### config.mk
export PLATFORM = sky130hd
export DESIGN_NAME = approx_mult_pipe
export DESIGN_NICKNAME = d
export VERILOG_FILES = /design/src/rtl/approx_mult_pkg.sv /design/src/rtl/approx_mult_pipe_lm4x4_cfg.sv /design/src/rtl/approx_mult_pipe.sv
export SDC_FILE = /design/constraint.sdc
export NUM_CORES = 1
export LEC_CHECK = 0
export ABC_CLOCK_PERIOD_IN_PS = 3000
export CORE_UTILIZATION = 38
export DETAILED_ROUTE_END_ITERATION = 7
export GPL_TIMING_DRIVEN = 0
export PLACE_DENSITY = 0.68
export SLEW_MARGIN = 20
export SYNTH_ARGS = -nofsm -noshare
export SYNTH_HDL_FRONTEND = slang
export SYNTH_SLANG_ARGS = --single-unit
### constraint.sdc
create_clock -name clk -period 3 [get_ports clk]
set_input_delay 0.9 -clock clk [delete_from_list [all_inputs] [get_ports clk]]
set_output_delay 0.9 -clock clk [all_outputs]
set_load 0.02 [all_outputs]
### src/rtl/approx_mult_pkg.sv
// Shared constants and helpers for the pipelined digit-wise approximate multiplier.
// Used by approx_mult_pipe and its 4x4 sub-multiplier lm4x4_cfg.
package approx_mult_pkg;

  localparam int SUB_W  = 4;
  localparam int PROD_W = 2 * SUB_W;

  // Flat position of the (A digit i, B digit j) pair in the mode mask and product array.
  function automatic int unsigned pair_idx(input int unsigned i, input int unsigned j,
                                           input int unsigned d);
    return i * d + j;
  endfunction

  function automatic logic [PROD_W-1:0] approx4x4(input logic [SUB_W-1:0] a4,
                                                  input logic [SUB_W-1:0] b4,
                                                  input logic             approx,
                                                  input int unsigned      trunc);
    logic [PROD_W-1:0] p;
    logic [PROD_W-1:0] keep_mask;
    p         = {{SUB_W{1'b0}}, a4} * {{SUB_W{1'b0}}, b4};
    keep_mask = {PROD_W{1'b1}} << trunc;
    return approx ? (p & keep_mask) : p;
  endfunction

endpackage

### src/rtl/approx_mult_pipe_lm4x4_cfg.sv
// Combinational 4x4 unsigned multiplier; when approx_i is set the low TRUNC
// bits of the 8-bit product are forced to zero.
module lm4x4_cfg
  import approx_mult_pkg::*;
#(
  parameter int unsigned TRUNC = 2
) (
  input  logic [SUB_W-1:0]  a_i,
  input  logic [SUB_W-1:0]  b_i,
  input  logic              approx_i,
  output logic [PROD_W-1:0] p_o
);

  assign p_o = approx4x4(a_i, b_i, approx_i, TRUNC);

endmodule

### src/rtl/approx_mult_pipe.sv
// Three-stage approximate multiplier with valid/ready flow control.
// Optional error statistics are built when APPROX_MULT_ERR_STATS_EN is defined.
module approx_mult_pipe
  import approx_mult_pkg::*;
#(
  parameter int WIDTH = 8,
  parameter int TRUNC = 2
) (
  input  logic                                       clk,
  input  logic                                       rst_n,
  input  logic                                       in_valid,
  output logic                                       in_ready,
  input  logic [WIDTH-1:0]                           in_a,
  input  logic [WIDTH-1:0]                           in_b,
  input  logic [(WIDTH/SUB_W)*(WIDTH/SUB_W)-1:0]     in_mode,
  output logic                                       out_valid,
  input  logic                                       out_ready,
  output logic [2*WIDTH-1:0]                         out_r,
  output logic [31:0]                                err_cnt
);

  localparam int D  = WIDTH / SUB_W;
  localparam int NP = D * D;
  localparam int RW = 2 * WIDTH;

  logic adv;

  logic             s1_valid_q;
  logic [WIDTH-1:0] s1_a_q;
  logic [WIDTH-1:0] s1_b_q;
  logic [NP-1:0]    s1_mode_q;

  logic                          s2_valid_q;
  logic [NP-1:0][PROD_W-1:0]     prod_d;
  logic [NP-1:0][PROD_W-1:0]     s2_prod_q;

  logic [NP-1:0][RW-1:0]         term;
  logic [NP:0][RW-1:0]           acc;
  logic [RW-1:0]                 sum_d;

  logic          out_valid_q;
  logic [RW-1:0] out_r_q;

  // NOTE: in_ready is combinational from the output register and out_ready so a
  // full pipeline can accept a new beat in the same cycle the consumer drains one.
  assign adv      = !(out_valid_q && !out_ready);
  assign in_ready = adv;

  // Stage 1: operand and mode capture.
  always_ff @(posedge clk or negedge rst_n) begin
    if (!rst_n) begin
      s1_valid_q <= 1'b0;
      s1_a_q     <= '0;
      s1_b_q     <= '0;
      s1_mode_q  <= '0;
    end else if (adv) begin
      s1_valid_q <= in_valid;
      if (in_valid) begin
        s1_a_q    <= in_a;
        s1_b_q    <= in_b;
        s1_mode_q <= in_mode;
      end
    end
  end

  for (genvar gi = 0; gi < D; gi++) begin : g_row
    for (genvar gj = 0; gj < D; gj++) begin : g_col
      lm4x4_cfg #(
        .TRUNC (TRUNC)
      ) u_lm4x4 (
        .a_i      (s1_a_q[gi*SUB_W +: SUB_W]),
        .b_i      (s1_b_q[gj*SUB_W +: SUB_W]),
        .approx_i (s1_mode_q[pair_idx(gi, gj, D)]),
        .p_o      (prod_d[pair_idx(gi, gj, D)])
      );

      assign term[pair_idx(gi, gj, D)] =
        RW'(s2_prod_q[pair_idx(gi, gj, D)]) << (SUB_W * (gi + gj));
    end
  end

  // Stage 2: sub-product capture. Data registers load only with a valid beat,
  // so an idle stage never disturbs the held output value.
  always_ff @(posedge clk or negedge rst_n) begin
    if (!rst_n) begin
      s2_valid_q <= 1'b0;
      s2_prod_q  <= '0;
    end else if (adv) begin
      s2_valid_q <= s1_valid_q;
      if (s1_valid_q) begin
        s2_prod_q <= prod_d;
      end
    end
  end

  // Shifted sub-products summed at full result width; the top term never overflows.
  assign acc[0] = '0;
  for (genvar gk = 0; gk < NP; gk++) begin : g_sum
    assign acc[gk+1] = acc[gk] + term[gk];
  end
  assign sum_d = acc[NP];

  // Stage 3: output register.
  always_ff @(posedge clk or negedge rst_n) begin
    if (!rst_n) begin
      out_valid_q <= 1'b0;
      out_r_q     <= '0;
    end else if (adv) begin
      out_valid_q <= s2_valid_q;
      if (s2_valid_q) begin
        out_r_q <= sum_d;
      end
    end
  end

  assign out_valid = out_valid_q;
  assign out_r     = out_r_q;

`ifdef APPROX_MULT_ERR_STATS_EN
  logic [RW-1:0] s1_exact_q;
  logic [RW-1:0] s2_exact_q;
  logic [RW-1:0] s3_exact_q;
  logic [31:0]   err_cnt_q;

  // Exact product shadows the approximate datapath with identical stage enables.
  always_ff @(posedge clk or negedge rst_n) begin
    if (!rst_n) begin
      s1_exact_q <= '0;
      s2_exact_q <= '0;
      s3_exact_q <= '0;
    end else if (adv) begin
      if (in_valid) begin
        s1_exact_q <= RW'(in_a) * RW'(in_b);
      end
      if (s1_valid_q) begin
        s2_exact_q <= s1_exact_q;
      end
      if (s2_valid_q) begin
        s3_exact_q <= s2_exact_q;
      end
    end
  end

  always_ff @(posedge clk or negedge rst_n) begin
    if (!rst_n) begin
      err_cnt_q <= '0;
    end else if (out_valid_q && out_ready && (out_r_q != s3_exact_q) &&
                 (err_cnt_q != 32'hFFFF_FFFF)) begin
      err_cnt_q <= err_cnt_q + 32'd1;
    end
  end

  assign err_cnt = err_cnt_q;
`else
  assign err_cnt = '0;
`endif

endmodule

# Word level (Yosys, flattened, before mapping)
# Cells that the tools add are included.
dict set report word_totals {
  out_inout_bits 50
  elab_cells 29
  register_bits 71
}
dict set report op_classes {
  n_bitwise 1
  muxes 4
  add_sub_neg 3
  reduce_logical 6
  multipliers 4
}
# cell n
set ops {}
lappend ops {{4-bit by 4-bit multiplier with 8-bit output} 4}
lappend ops {{14-bit by 16-bit adder with 16-bit output} 1}
lappend ops {{13-bit by 12-bit adder with 14-bit output} 1}
lappend ops {{8-bit by 12-bit adder with 13-bit output} 1}
lappend ops {{2-bit 2-to-1 mux} 4}
lappend ops {{2-bit AND reduction} 3}
lappend ops {{1-bit zero test} 2}
lappend ops {{1-bit logical AND} 1}
lappend ops {{1-bit inverter} 1}

# Longest topological paths before layout
# Gate-level depths: netlist of run 1.
dict set report logic_depth {
  word_depth 4
  ltp_mapped 11
}

# Hierarchy
# A second synthesis of run 1 with hierarchy kept.
dict set report hier_totals {
  cells_unflattened 478
  area_unflattened_um2 5257.5
}
# module instances seq_area_each_um2 cells_each area_each_um2
set modules_own_cells {}
lappend modules_own_cells {approx_mult_pipe 1 1776.7 266 3438.3}
lappend modules_own_cells {{lm4x4_cfg (g_row[1].g_col[0].u_lm4x4 ...)} 2 0.0 53 455.4}
lappend modules_own_cells {{lm4x4_cfg (g_row[0].g_col[0].u_lm4x4 ...)} 2 0.0 53 454.2}

# Least setup slack after synthesis of run 1
# Ideal clock, no wire load.
dict set report synth_timing {
  path_type {reg-to-reg}
  startpoint {reg s1_a_q[4]}
  endpoint {reg s2_prod_q[23] in the netlist's numbering}
  path_slack_ns 0.217
  synth_period_minus_slack_ns 2.783
  setup_time_ns 0.135
  path_stages_with_launch 11
  arrival_time_ns 2.648
  n_path_buf 0
  cell_sequence {dfrtp_1 -> nand2_1 -> fa_1 -> inv_1 -> fa_1 -> ha_1 -> a21o_1 -> a31o_1 -> a21oi_1 -> xor2_1 -> o21ai_0}
}
dict set report synth_via {
  elab_chain_len 1
}
# item line_no
set synth_rtl {}
lappend synth_rtl {{start, declared} approx_mult_pipe.sv:29} ;# logic [WIDTH-1:0] s1_a_q;
lappend synth_rtl {{start signal, assigned} approx_mult_pipe.sv:59} ;# s1_a_q <= in_a;
lappend synth_rtl {{4-bit by 4-bit multiplier with 8-bit output} approx_mult_pkg.sv:20} ;# p = {{SUB_W{1'b0}}, a4} * {{SUB_W{1'b0}}, b4};
lappend synth_rtl {{end signal, assigned} approx_mult_pipe.sv:91} ;# s2_prod_q <= prod_d;
lappend synth_rtl {{end, declared} approx_mult_pipe.sv:35} ;# logic [NP-1:0][PROD_W-1:0] s2_prod_q;
# Every way passes these cells.
# A chain may end at the register's enable or synchronous reset.

# Worst setup path in the final report of run 1
# Ends and elaborated chain as after synthesis.

==> results of run 1 <==
-- worst max-delay path, delay by kind of cell, from the launching register on --
family / cells / cell delay, ps
and+or+nand+nor: 1 / 90
AOI/OAI and AO/OA: 4 / 660
buffers and inverters: 1 / 50
xor gates and xnor gates: 1 / 230
DFF: 1 / 410
adders and majority gates: 3 / 1320
-- layer usage --
metal	global-route usage	share of wire	vias up
met1	0.212	0.47	1758
met2	0.276	0.48	68
met3	0.0344	0.035	8
met4	0.0449	0.0097	0
met5	0	0	-
li1	-	-	1795
-- where the power goes --
| part | internal (uW) | switching [uW] | total, uW |
|---|---|---|---|
| clock network | 832 | 417 | 1250 |
| registers | 1350 | 346 | 1700 |
| logic | 1770 | 1970 | 3740 |
| total | 3960 | 2730 | 6690 |
-- Yosys cell counts, types with 6 or more instances --
cell type	instances	area, sq um
mux2_1	6	67.6
o21ai_0	34	170
inv_1	28	105
a21oi_1	18	90.1
ha_1	56	701
nand2_1	63	236
and2_1	46	288
fa_1	25	500
dfrtp_1	71	1780
buf_2	6	30.0
a21o_1	11	82.6
mux2_2	26	293
buf_4	32	240
xor2_1	15	131
-- layout make-up --
cell class | instances | area [sq um]
fill | 1173 | 6420
timing repair buffer | 62 | 584
multi-input combinational | 378 | 3060
tap | 172 | 215
inverter | 28 | 105
sequential | 71 | 1790
clock buffer | 10 | 239
buffer | 44 | 300
clock inverter | 6 | 108
-- kinds of logic (layout without fill, tap and decap cells) --
family          count (synthesis)  in the layout  synth area share
xor+xnor                       20             20            0.0344
flops                          71             71             0.349
fa+ha+maj                      81             81             0.236
mux                            34             34            0.0747
compound gates                 84             84             0.101
simple gates                  127            127             0.125
other cells                     1             32          0.000736
buf+inv                        72            150            0.0796
-- metrics by stage --
stage          TNS, ps  instance area [sq um]  total power [uW]  setup WS (ps)   util
2_1_floorplan        0                   5210              4250            217      -
3_3_place_gp    -97570                   5840              5130          -1370  0.455
3_5_place_dp      -684                   5860              5270           -161  0.457
4_1_cts              0                   6240              6610          0.732  0.486
5_1_grt          -16.6                   6400              7350          -7.03  0.499
6_report             0                   6400              6690            108  0.499
-- final timing paths --
kind / from / end / depth (start not counted)
setup / recovery: s1_a_q[4] / s2_prod_q[23] / 10
hold / removal: rst_n / out_r[0] / 1
setup reg to reg: s1_a_q[4] / s2_prod_q[23] / 10
hold reg to reg: s1_mode_q[0] / s2_prod_q[0] / 1
max in group asynchronous: rst_n / s2_valid_q / 2
min in group clk: s1_mode_q[0] / s2_prod_q[0] / 1
-- state kept, by name (all words and copies together), names as in the netlist --
name        cells
out_r          16
out_valid       1
s1_a_q          8
s1_b_q          8
s1_mode_q       4
s1_valid_q      1
s2_prod_q      32
s2_valid_q      1
-- cells in the final DEF (no fill, tap or decap), drive strengths merged, types with 4 or more instances in the layout --
master          n
a21o           11
a21oi          18
and2           46
buf            61
clkbuf         15
clkdlybuf4s50  39
conb           32
dfrtp          71
fa             25
ha             56
inv            28
mux2           32
nand2          63
nand2b          5
nor2            4
o21ai          36
o31ai           5
xnor2           5
xor2           15
-- timing repair --
item | 4_1_cts | 5_1_grt
pin swaps | 2 | 7
gates resized for setup | 12 | 14
setup buffers | 2 | 18
setup endpoints to repair | 9 | 8
==> flow_metrics.tcl, run 1 <==
set metrics [dict create \
    slowest_stage "fa_1" \
    row_count 41 \
    post_drt_wl_per_cell_microns 13.8 \
    crit_type "flop to flop" \
    setup_viol 0 \
    cp.required_ps 3210 \
    yosysSeqAreaShare 0.349 \
    grt_start_max_net_pins 49 \
    cp.arrival_ps 3100 \
    ant_nets 0 \
    drive_above_1_share 0.214 \
    htree_levels 3 \
    crit_top_cell "fa_1" \
    crit_path_end_kind "flop" \
    p_per_area_nw_per_um2 1050 \
    hold_ws_ps 474 \
    hold_path.class "primary input to async pin" \
    status "finished clean" \
    cts_tree "yes" \
    grt_util_all_layers 0.164 \
    die_y_microns 118 \
    antenna_found_initial 0 \
    synthArstFlopShare 1.00 \
    port_buffers 41 \
    maxCapViolCount 0 \
    core_area_sq_um 12800 \
    clock_path_buffers 2 \
    synth_edf_count 0 \
    ios 74 \
    dp_hpwl_mm 8.05 \
    drtPass1Iterations 6 \
    vdd_ir_drop_max_uv 327 \
    gp_congestion 0.828 \
    dp.cells 735 \
    avgViaCountPerCell 4.71 \
    stdcell_count 771 \
    syn_to_final_growth_pct 25.7 \
    grt_pass1_wl_mm 18.3 \
    path_cells "nand2_1 > fa_1 > inv_1 > fa_1 > ha_1 > a21o_1 > a31o_1 > a21oi_2 > xor2_1 > o21ai_1" \
    post-route-drc-count 0 \
    nets 699 \
    postSynthAreaPerCell_sq_um 10.4 \
    timing.fmax_mhz 346 \
    grt_pass1_vias 3720 \
    synth_cell_types 39 \
    dieArea_sq_um 13900 \
    period_share 0.964 \
    die_w_microns 118 \
    crit_path_start_kind "flop" \
    antennaDiodeCount 0 \
    cts_buffers 9 \
    drt_iter0_drc 121 \
    postCtsHoldBufs 0 \
    drv_slew 0 \
    synth_warnings 0 \
    r2r_slack_ps 110 \
    grt_overflow 0 \
    finalClockSkew_ps 4.32 \
    clk_latency_ps 330 \
    yosys_register_bits 71 \
    via_count 3629 \
    final-hold-violation-count 0 \
    root_buffer "clkbuf_16" \
    start_util 0.397 \
    period_minus_slack_ps 2890 \
    clock_sinks 71 \
    synthCells 490 \
    ys.flop_type "dfrtp_1" \
    p_leak_uw 0.00317 \
    synthesis.area_sq_um 5090 \
    path_clk_slew_ps 60 \
    routed_wl_mm 10.6 \
    crit_fanout 4 \
    max_stage_delay_ps 540 \
]
(Power assumes the default switching activity.)
==> run 2, diff against run 1 <==
Settings changed: CTS_BUF_LIST set to sky130_fd_sc_hd__clkbuf_8, CTS_CLUSTER_DIAMETER set to 30.
==> run 2 against run 1 <==
Against the previous run: clock skew is 1.0 ps higher; hold slack got worse by 27 ps; first-iteration DRC count rose by 1.7%; non-clock buffer count unchanged; wire length rose by 0.73%; register-to-register slack got worse by 20 ps; flip-flop and latch count did not move; combinational power barely moved; count of clock-buffer cells in the layout stayed put; die area did not move; power down 4.4%; core utilization decreased by 0.77 points; largest power group unchanged; highest routed layer unchanged.
==> flow_metrics.tcl, run 2 (synthesized netlist as in run 1, its figures left out) <==
set metrics [dict create \
    path_cells "nand2_1 > fa_1 > inv_1 > fa_1 > ha_1 > a21o_1 > a31o_1 > a21oi_2 > xor2_1 > o21ai_0" \
    core_area_sq_um 12800 \
    drt_iter0_drc 123 \
    maxCapViolCount 0 \
    clock_path_buffers 2 \
    crit_path_start_kind "flop" \
    via_count 3618 \
    routed_wl_mm 10.7 \
    hold_ws_ps 446 \
    finalPower_uw 6390 \
    reg2reg_to "s2_prod_q[23]" \
    cp.arrival_ps 3140 \
    cp_top_family "adder cells" \
    p_leak_uw 0.00312 \
    postCtsHoldBufs 0 \
    post-route-drc-count 0 \
    antenna_found_initial 0 \
    drv_slew 0 \
    clock_sinks 71 \
    final-hold-violation-count 0 \
    dieArea_sq_um 13900 \
    nets 699 \
    cp.required_ps 3230 \
    period_minus_slack_ps 2910 \
    grt_overflow 0 \
    pre_cts_ws_ps -161 \
    cp.buffers_inverters 1 \
    finalClockSkew_ps 5.35 \
    syn_to_final_growth_pct 23.7 \
    clk_latency_ps 360 \
    cts_buffers 9 \
    largest_reg_flops 32 \
    die_y_microns 118 \
    vdd_ir_drop_max_uv 317 \
    dp_hpwl_mm 8.05 \
    setup_ws_ps 85.3 \
    cts_tree "yes" \
    regMostFlops "s2_prod_q" \
    setup_viol 0 \
    timing.fmax_mhz 343 \
    ant_nets 0 \
    path_clk_slew_ps 80 \
    post_drt_wl_per_cell_microns 13.9 \
    root_buffer "clkbuf_8" \
    grt_start_max_net_pins 49 \
    antennaDiodeCount 0 \
    period_share 0.972 \
    crit_type "flop to flop" \
    ios 74 \
    reg2regPathDepth 10 \
    mostFrequentLayoutCells "nand2_1, dfrtp_1, ha_1, buf_4, and2_1" \
    rsz0062_at_grt "yes" \
    drive_above_1_share 0.207 \
    grt_pass1_wl_mm 18.3 \
    critical_path.startpoint "s1_b_q[1]" \
    die_w_microns 118 \
    grt_pass1_vias 3727 \
    crit_path_end_kind "flop" \
    max_stage_delay_ps 490 \
    crit_top_cell "fa_1" \
    start_util 0.397 \
    crit_fanout 9 \
    p_per_area_nw_per_um2 1010 \
    final_common_cell "nand2_1" \
    avgViaCountPerCell 4.69 \
    hold_path.class "primary input to async pin" \
    port_buffers 41 \
    htree_levels 3 \
    drtPass1Iterations 4 \
    status "finished clean" \
    gp_congestion 0.828 \
    grt_util_all_layers 0.165 \
    slowest_stage "fa_1" \
    design_area_sq_um 6300 \
    worstReg2RegStart "s1_b_q[1]" \
    postPlaceCellArea_sq_um 5860 \
    fill_cells 1192 \
    row_count 41 \
    r2r_slack_ps 90 \
    finalSetupTns_ps 0 \
]
==> run 2: repair_timing <==
| action | CTS | global route |
|---|---|---|
| gates cloned | 0 | 0 |
| buffers inserted | 7 | 13 |
| gates resized for setup | 13 | 7 |
| endpoints found under the setup margin | 9 | 7 |
| pin swaps | 0 | 10 |
==> run 2: worst max-delay path by stage <==
stage / cells after the start / endpoint / slack (ps)
5_1_grt: 10 / s2_prod_q[23] / -110
2_1_floorplan: 10 / s2_prod_q[23] / 220
3_3_place_gp: 1 / s1_b_q[6] / -1370
4_1_cts: 10 / s2_prod_q[23] / 7
6_report: 10 / s2_prod_q[23] / 90
3_5_place_dp: 4 / in_ready / -160
==> run 2: through the flow <==
stage / util / cells
CTS: 0.482 / 758
finish: 0.491 / 771
global placement: 0.455 / 734
detailed placement: 0.457 / 735
global route: 0.491 / 771
floorplan: - / 521
==> run 2: layer usage <==
layer | vias to the layer above | track usage | wire length (microns)
met5 | - | 0 | 0
met3 | 15 | 0.0359 | 337
met1 | 1744 | 0.211 | 5070
li1 | 1790 | - | -
met2 | 69 | 0.279 | 5110
met4 | 0 | 0.0489 | 200
==> run 2: area by class of cell <==
class / instances / area (sq um) / area share
Tap cell: 172 / 215 / 0.0341
Sequential cell: 71 / 1790 / 0.284
Inverter: 28 / 105 / 0.0167
Multi-Input combinational cell: 378 / 3050 / 0.484
Buffer: 44 / 300 / 0.0476
Clock inverter: 6 / 108 / 0.0171
Clock buffer: 10 / 138 / 0.0218
Timing Repair Buffer: 62 / 597 / 0.0947
==> run 2: worst register-to-register path, stage by stage, from the launching register on <==
cell and delay (ps):
dfrtp_2 460, nand2_1 100, fa_1 490, inv_1 50, fa_1 490, ha_1 290, a21o_1 190, a31o_1 230
a21oi_2 150, xor2_1 230, o21ai_0 110
==> run 2: power breakdown <==
group	total, uW	switching [uW]	leakage (uW)	internal (uW)
Combinational	3750	1970	0.00214	1780
Sequential	1690	335	0.000865	1350
Clock	955	383	0.000122	572
==> run 3, diff against run 2 <==
Settings changed: PLACE_DENSITY 0.68 to not set.
==> run 3 against run 2 <==
Against the previous run: sequential share of layout area rose by 0.31 points; wire length fell by 2.5%; final area fell by 1.1%; fmax barely moved; core utilization fell by 0.53 points; die area did not move; setup slack improved by 2.9 ps; global-route usage fell by 0.79 points; clock power fell by 15%; final cell count fell by 0.39%; critical endpoint unchanged; highest routed layer unchanged.
==> flow_metrics.tcl, run 3 (synthesized netlist as in run 1, its figures left out) <==
set metrics [dict create \
    p_leak_uw 0.00308 \
    r2r_slack_ps 90 \
    core_area_sq_um 12800 \
    ios 74 \
    row_count 41 \
    design_area_sq_um 6230 \
    setup_ws_ps 88.2 \
    period_share 0.971 \
    drtPass1Iterations 4 \
    antennaDiodeCount 0 \
    cp.required_ps 3230 \
    critical_path.startpoint "s1_b_q[3]" \
    regMostFlops "s2_prod_q" \
    p_per_area_nw_per_um2 989 \
    grt_util_all_layers 0.157 \
    clk_latency_ps 360 \
    stdcell_count 768 \
    grt_overflow 0 \
    reg2reg_to "s2_prod_q[23]" \
    maxCapViolCount 0 \
    crit_path_start_kind "flop" \
    htree_levels 3 \
    root_buffer "clkbuf_8" \
    cp.arrival_ps 3150 \
    slowest_stage "fa_1" \
    vdd_ir_drop_max_uv 365 \
    antenna_found_initial 0 \
    crit_fanout 8 \
    dp.cells 735 \
    reg2regPathDepth 10 \
    dieArea_sq_um 13900 \
    ant_nets 0 \
    grt_start_max_net_pins 49 \
    finalClockSkew_ps 8.85 \
    drt_iter0_drc 122 \
    worstReg2RegStart "s1_b_q[3]" \
    post-route-drc-count 0 \
    cp_top_family "adder cells" \
    largest_reg_flops 32 \
    nets 696 \
    timing.fmax_mhz 343 \
    cp.buffers_inverters 1 \
    crit_top_cell "fa_1" \
    setup_viol 0 \
    cts_buffers 9 \
    syn_to_final_growth_pct 22.4 \
    port_buffers 41 \
    die_y_microns 118 \
    max_stage_delay_ps 530 \
    die_w_microns 118 \
    start_util 0.397 \
    gp_congestion 0.787 \
    avgViaCountPerCell 4.64 \
    clock_path_buffers 2 \
    dp_hpwl_mm 8.16 \
    endpoint "s2_prod_q[23]" \
    crit_cells 10 \
    final_common_cell "nand2_1" \
    cts_tree "yes" \
    path_cells "nand2_2 > fa_1 > inv_1 > fa_1 > ha_1 > a21o_1 > a31o_1 > a21oi_2 > xor2_2 > o21ai_1" \
    drive_above_1_share 0.205 \
    grt_pass1_vias 3507 \
    pre_cts_ws_ps -146 \
    drv_slew 0 \
    status "finished clean" \
    routed_wl_mm 10.5 \
    rsz0062_at_grt "yes" \
    clock_sinks 71 \
    period_minus_slack_ps 2910 \
    crit_type "flop to flop" \
    mostFrequentLayoutCells "nand2_1, dfrtp_1, ha_1, buf_4, and2_1" \
    postCtsHoldBufs 0 \
    via_count 3563 \
    hold_path.class "primary input to async pin" \
    crit_path_end_kind "flop" \
    path_clk_slew_ps 90 \
    post_drt_wl_per_cell_microns 13.6 \
    grt_pass1_wl_mm 17.3 \
    final-hold-violation-count 0 \
    postPlaceCellArea_sq_um 5860 \
]
run 3: how the worst min path moves through the flow:
stage / to / slack [ps] / cells after the start
floorplan: s2_prod_q[16] / 440 / 1
global placement: out_r[9] / 460 / 1
detailed placement: s2_prod_q[0] / 470 / 2
CTS: s1_mode_q[0] / 440 / 1
global route: s1_mode_q[0] / 460 / 1
finish: s1_mode_q[0] / 450 / 1
run 3: metrics by stage:
step	total power, uW	hold WS, ps	setup TNS, ps	util
detailed placement	5270	467	-536	0.457
floorplan	4250	437	0	-
global route	6790	461	-66.2	0.486
finish	6170	448	0	0.486
global placement	5160	464	-104280	0.455
CTS	6140	443	0	0.475
run 3: final cells by class:
type,count,area (sq um)
Buffer,44,300
Clock buffer,9,124
Clock inverter,7,80.1
Fill cell,1213,6590
Inverter,28,105
Multi-Input combinational cell,378,3050
Sequential cell,71,1790
Tap cell,172,215
Timing Repair Buffer,59,564
run 3: metal layers:
metal / vias up / track usage / part of all wire / routed length, microns
met5: - / 0 / 0 / 0
met4: 0 / 0.0457 / 0.013 / 140
met3: 11 / 0.0296 / 0.037 / 391
met2: 77 / 0.265 / 0.49 / 5080
met1: 1685 / 0.205 / 0.46 / 4840
li1: 1790 / - / - / -
run 3: report_power, final:
group          switching (uW)  total [uW]  internal, uW
Combinational            1930        3670          1740
Sequential                339        1690          1350
Clock                     414         808           394
Total                    2680        6170          3490
run 3: worst reg2reg max path, delay by kind of cell, from the launching register on:
family	cells	cell delay, ps
adders and majority gates	3	1350
xor gates and xnor gates	1	190
DFF	1	450
buffers and inverters	1	50
and+or+nand+nor	1	80
AOI/OAI and AO/OA	4	660
run 3: repair_timing:
item | 4_1_cts | 5_1_grt
resized for setup | 12 | 11
setup endpoints to repair | 9 | 8
pin swaps | 2 | 8
buffers inserted | 1 | 16
==> RTL edit: new RTL, settings of run 2 <==
Set the parameter `WIDTH` to 10 (it was 8).
--- a/src/rtl/approx_mult_pipe.sv
+++ b/src/rtl/approx_mult_pipe.sv
@@ -4,5 +4,5 @@
   import approx_mult_pkg::*;
 #(
-  parameter int WIDTH = 8,
+  parameter int WIDTH = 10,
   parameter int TRUNC = 2
 ) (
Interface: changed (resized in_a, in_b and out_r); port bits go from 74 to 82. The function was not compared with the original's and may differ.
==> RTL edit against run 2 <==
- routed wire length down 1.9%
- design area up 0.66%
- synthesized area up 0.81%
- combinational power up 4%
- clock skew up 0.0055 ns
- sequential cell count up 1
- critical path depth up 1
- worst setup slack better by 0.031 ns
- global-route usage down 0.35 points
- power up 1.6%
- non-clock buffer count up 1
- via count up 1.8%
==> RTL edit: results (changes against run 2) <==
layout:
  nFillCells: 1242  # was 1,192
  largest_reg_flops: 32  # unchanged
  drive_gt1_share_pct: 22.9  # was 20.7%
  diodes: 0  # unchanged
  top_register: "s2_prod_q"  # unchanged
  finalNonFillerCells: 784  # was 771
  final_nets: 712  # was 699
route:
  wl_per_cell_microns: 13.4  # was 13.9 microns
  firstDrtPassIters: 4  # unchanged
  viasPerCell: 4.70  # was 4.69
  drt_iter0_drc: 98  # was 123
place:
  place_inst: 752  # was 735
  globalplace.congestion: 0.800  # was 0.828
  dpl.hpwl_mm: 8.06  # was 8.05 mm
  io_buffers: 42  # was 41
run_status:
  outcome: "complete, no violations"  # unchanged
worst_setup_path:
  r2r_end: "s2_prod_q[30]"  # was s2_prod_q[23]
  rr_worst_depth: 11  # was 10
  cp_max_fo: 7  # was 9
  critical_path_arrival_ns: 3.12  # was 3.14 ns
  reg2reg_slack_ns: 0.12  # was 0.09 ns
  crit-reg2reg-launch: "s1_b_q[7]"  # was s1_b_q[1]
sta:
  finClkSkew_ns: 0.0109  # was 0.00535 ns
  whs_ns: 0.396  # was 0.446 ns
  final_max_slew_viol_count: 0  # unchanged
synthesis:
  ys.warnings.count: 0  # unchanged
  synth.distinct_cells: 37  # was 39
  yosysSeqAreaShare_pct: 35.1  # was 34.9%
  ys_top_cells_by_count: "nand2_1 (79), dfrtp_1 (72), ha_1 (56), and2_1 (49), buf_4 (35)"  # was dfrtp_1 (71), nand2_1 (63), ha_1 (56), and2_1 (46), o21ai_0 (34)
  synthFlopType: "dfrtp_1"  # unchanged
  synthTopCellsByArea: "dfrtp_1 (35%), ha_1 (14%), fa_1 (9.7%), mux2_2 (6.1%), and2_1 (6.0%)"  # was dfrtp_1 (35%), ha_1 (14%), fa_1 (9.8%), mux2_2 (5.7%), and2_1 (5.6%)
  synth_edf_count: 0  # unchanged
  async_reset_ff_share_pct: 100  # unchanged
  synth_area_per_cell_sq_um: 10.3  # was 10.4 sq um
power:
  p_leak_uw: 0.00313  # was 0.00312 uW
  peakVddDrop_mv: 0.421  # was 0.317 mV
  switchingPower_uw: 2840  # was 2690 uW
global_routing:
  antenna_found_initial: 0  # unchanged
  gr-usage-all-layers_pct: 16.2  # was 16.5%
  grt_first_pass_wirelength_mm: 17.8  # was 18.3 mm
  grt_pass1_vias: 3733  # was 3,727
  grt_max_degree: 58  # was 49
cts:
  htreeDepth: 3  # unchanged
  clkLatencyLatePin_ns: 0.36  # about the same
  root_buffer: "clkbuf_8"  # unchanged
  clk_path_buf_depth: 2  # unchanged
  cts_buffers: 9  # unchanged
  clk_pin_slew_ns: 0.08  # about the same
min_path:
  hold_path_class: "in2async"  # unchanged
[RTL edit: worst max path at each step]
stage | start | end | slack (ns) | cells after the start
floorplan | s1_a_q[0] | s2_prod_q[7] | 0.19 | 10
global placement | rst_n | out_r[16] | -1.31 | 1
global route | s1_b_q[7] | s2_prod_q[31] | -0.01 | 11
detailed placement | s1_a_q[4] | s2_prod_q[23] | -0.29 | 10
finish | s1_b_q[7] | s2_prod_q[30] | 0.12 | 11
CTS | s1_a_q[5] | s2_prod_q[23] | -0.04 | 10
[RTL edit: power by group through the flow]
| stage | Combinational (uW) | Sequential [uW] | Clock (uW) |
|---|---|---|---|
| floorplan | 2650 | 1750 | 0 |
| global placement | 3590 | 1730 | 0 |
| detailed placement | 3700 | 1750 | 0 |
| CTS | 3830 | 1710 | 917 |
| global route | 4400 | 1760 | 965 |
| finish | 3900 | 1710 | 890 |
[RTL edit: logic make-up after synthesis]
logic type | Yosys count | synth area share, %
compound gates | 83 | 10.0
other cells | 1 | 0.0730
fa+ha+maj | 81 | 23.4
simple gates | 145 | 13.7
buf+inv | 66 | 7.63
flops | 72 | 35.1
mux | 28 | 6.14
xor+xnor | 23 | 3.92
[RTL edit: what timing repair did]
| item | 4_1_cts | 5_1_grt |
|---|---|---|
| hold endpoints to repair | 0 | 0 |
| setup buffers | 11 | 5 |
| hold buffers | 0 | 0 |
| setup endpoints to repair | 9 | 7 |
| gates resized for setup | 13 | 17 |
| pin swaps | 4 | 17 |
[RTL edit: routing by layer]
| metal | vias up | track usage, % | wire length, microns |
|---|---|---|---|
| met2 | 83 | 26.9 | 5040 |
| met4 | 0 | 5.85 | 201 |
| met1 | 1753 | 20.5 | 4780 |
| met5 | - | 0 | 0 |
| met3 | 20 | 3.62 | 504 |
| li1 | 1826 | - | - |
[RTL edit: area by class of cell]
cell class	count	area share [%]
Tap cell	176	3.47
Multi-Input combinational cell	395	49.2
Inverter	18	1.07
Buffer	48	5.11
Timing Repair Buffer	59	8.90
Clock inverter	6	1.42
Clock buffer	10	2.17
Sequential cell	72	28.6
[RTL edit: through the flow]
step | total power, uW | area (sq um) | worst slack [ns]
after floorplan | 4400 | 5260 | 0.192
after global placement | 5310 | 5900 | -1.31
after detailed placement | 5450 | 5930 | -0.286
after CTS | 6460 | 6250 | -0.0355
after global routing | 7130 | 6340 | -0.0120
final | 6490 | 6340 | 0.116
[RTL edit: critical path, cell delays in order (launching register included)]
cell     delay [ns]
dfrtp_2        0.43
buf_4          0.13
nand2_1        0.06
fa_1           0.53
inv_1          0.05
fa_1           0.49
fa_1           0.47
nand2_1        0.08
nand2_1        0.05
a21oi_1        0.17
xor2_1         0.21
o21ai_0        0.09
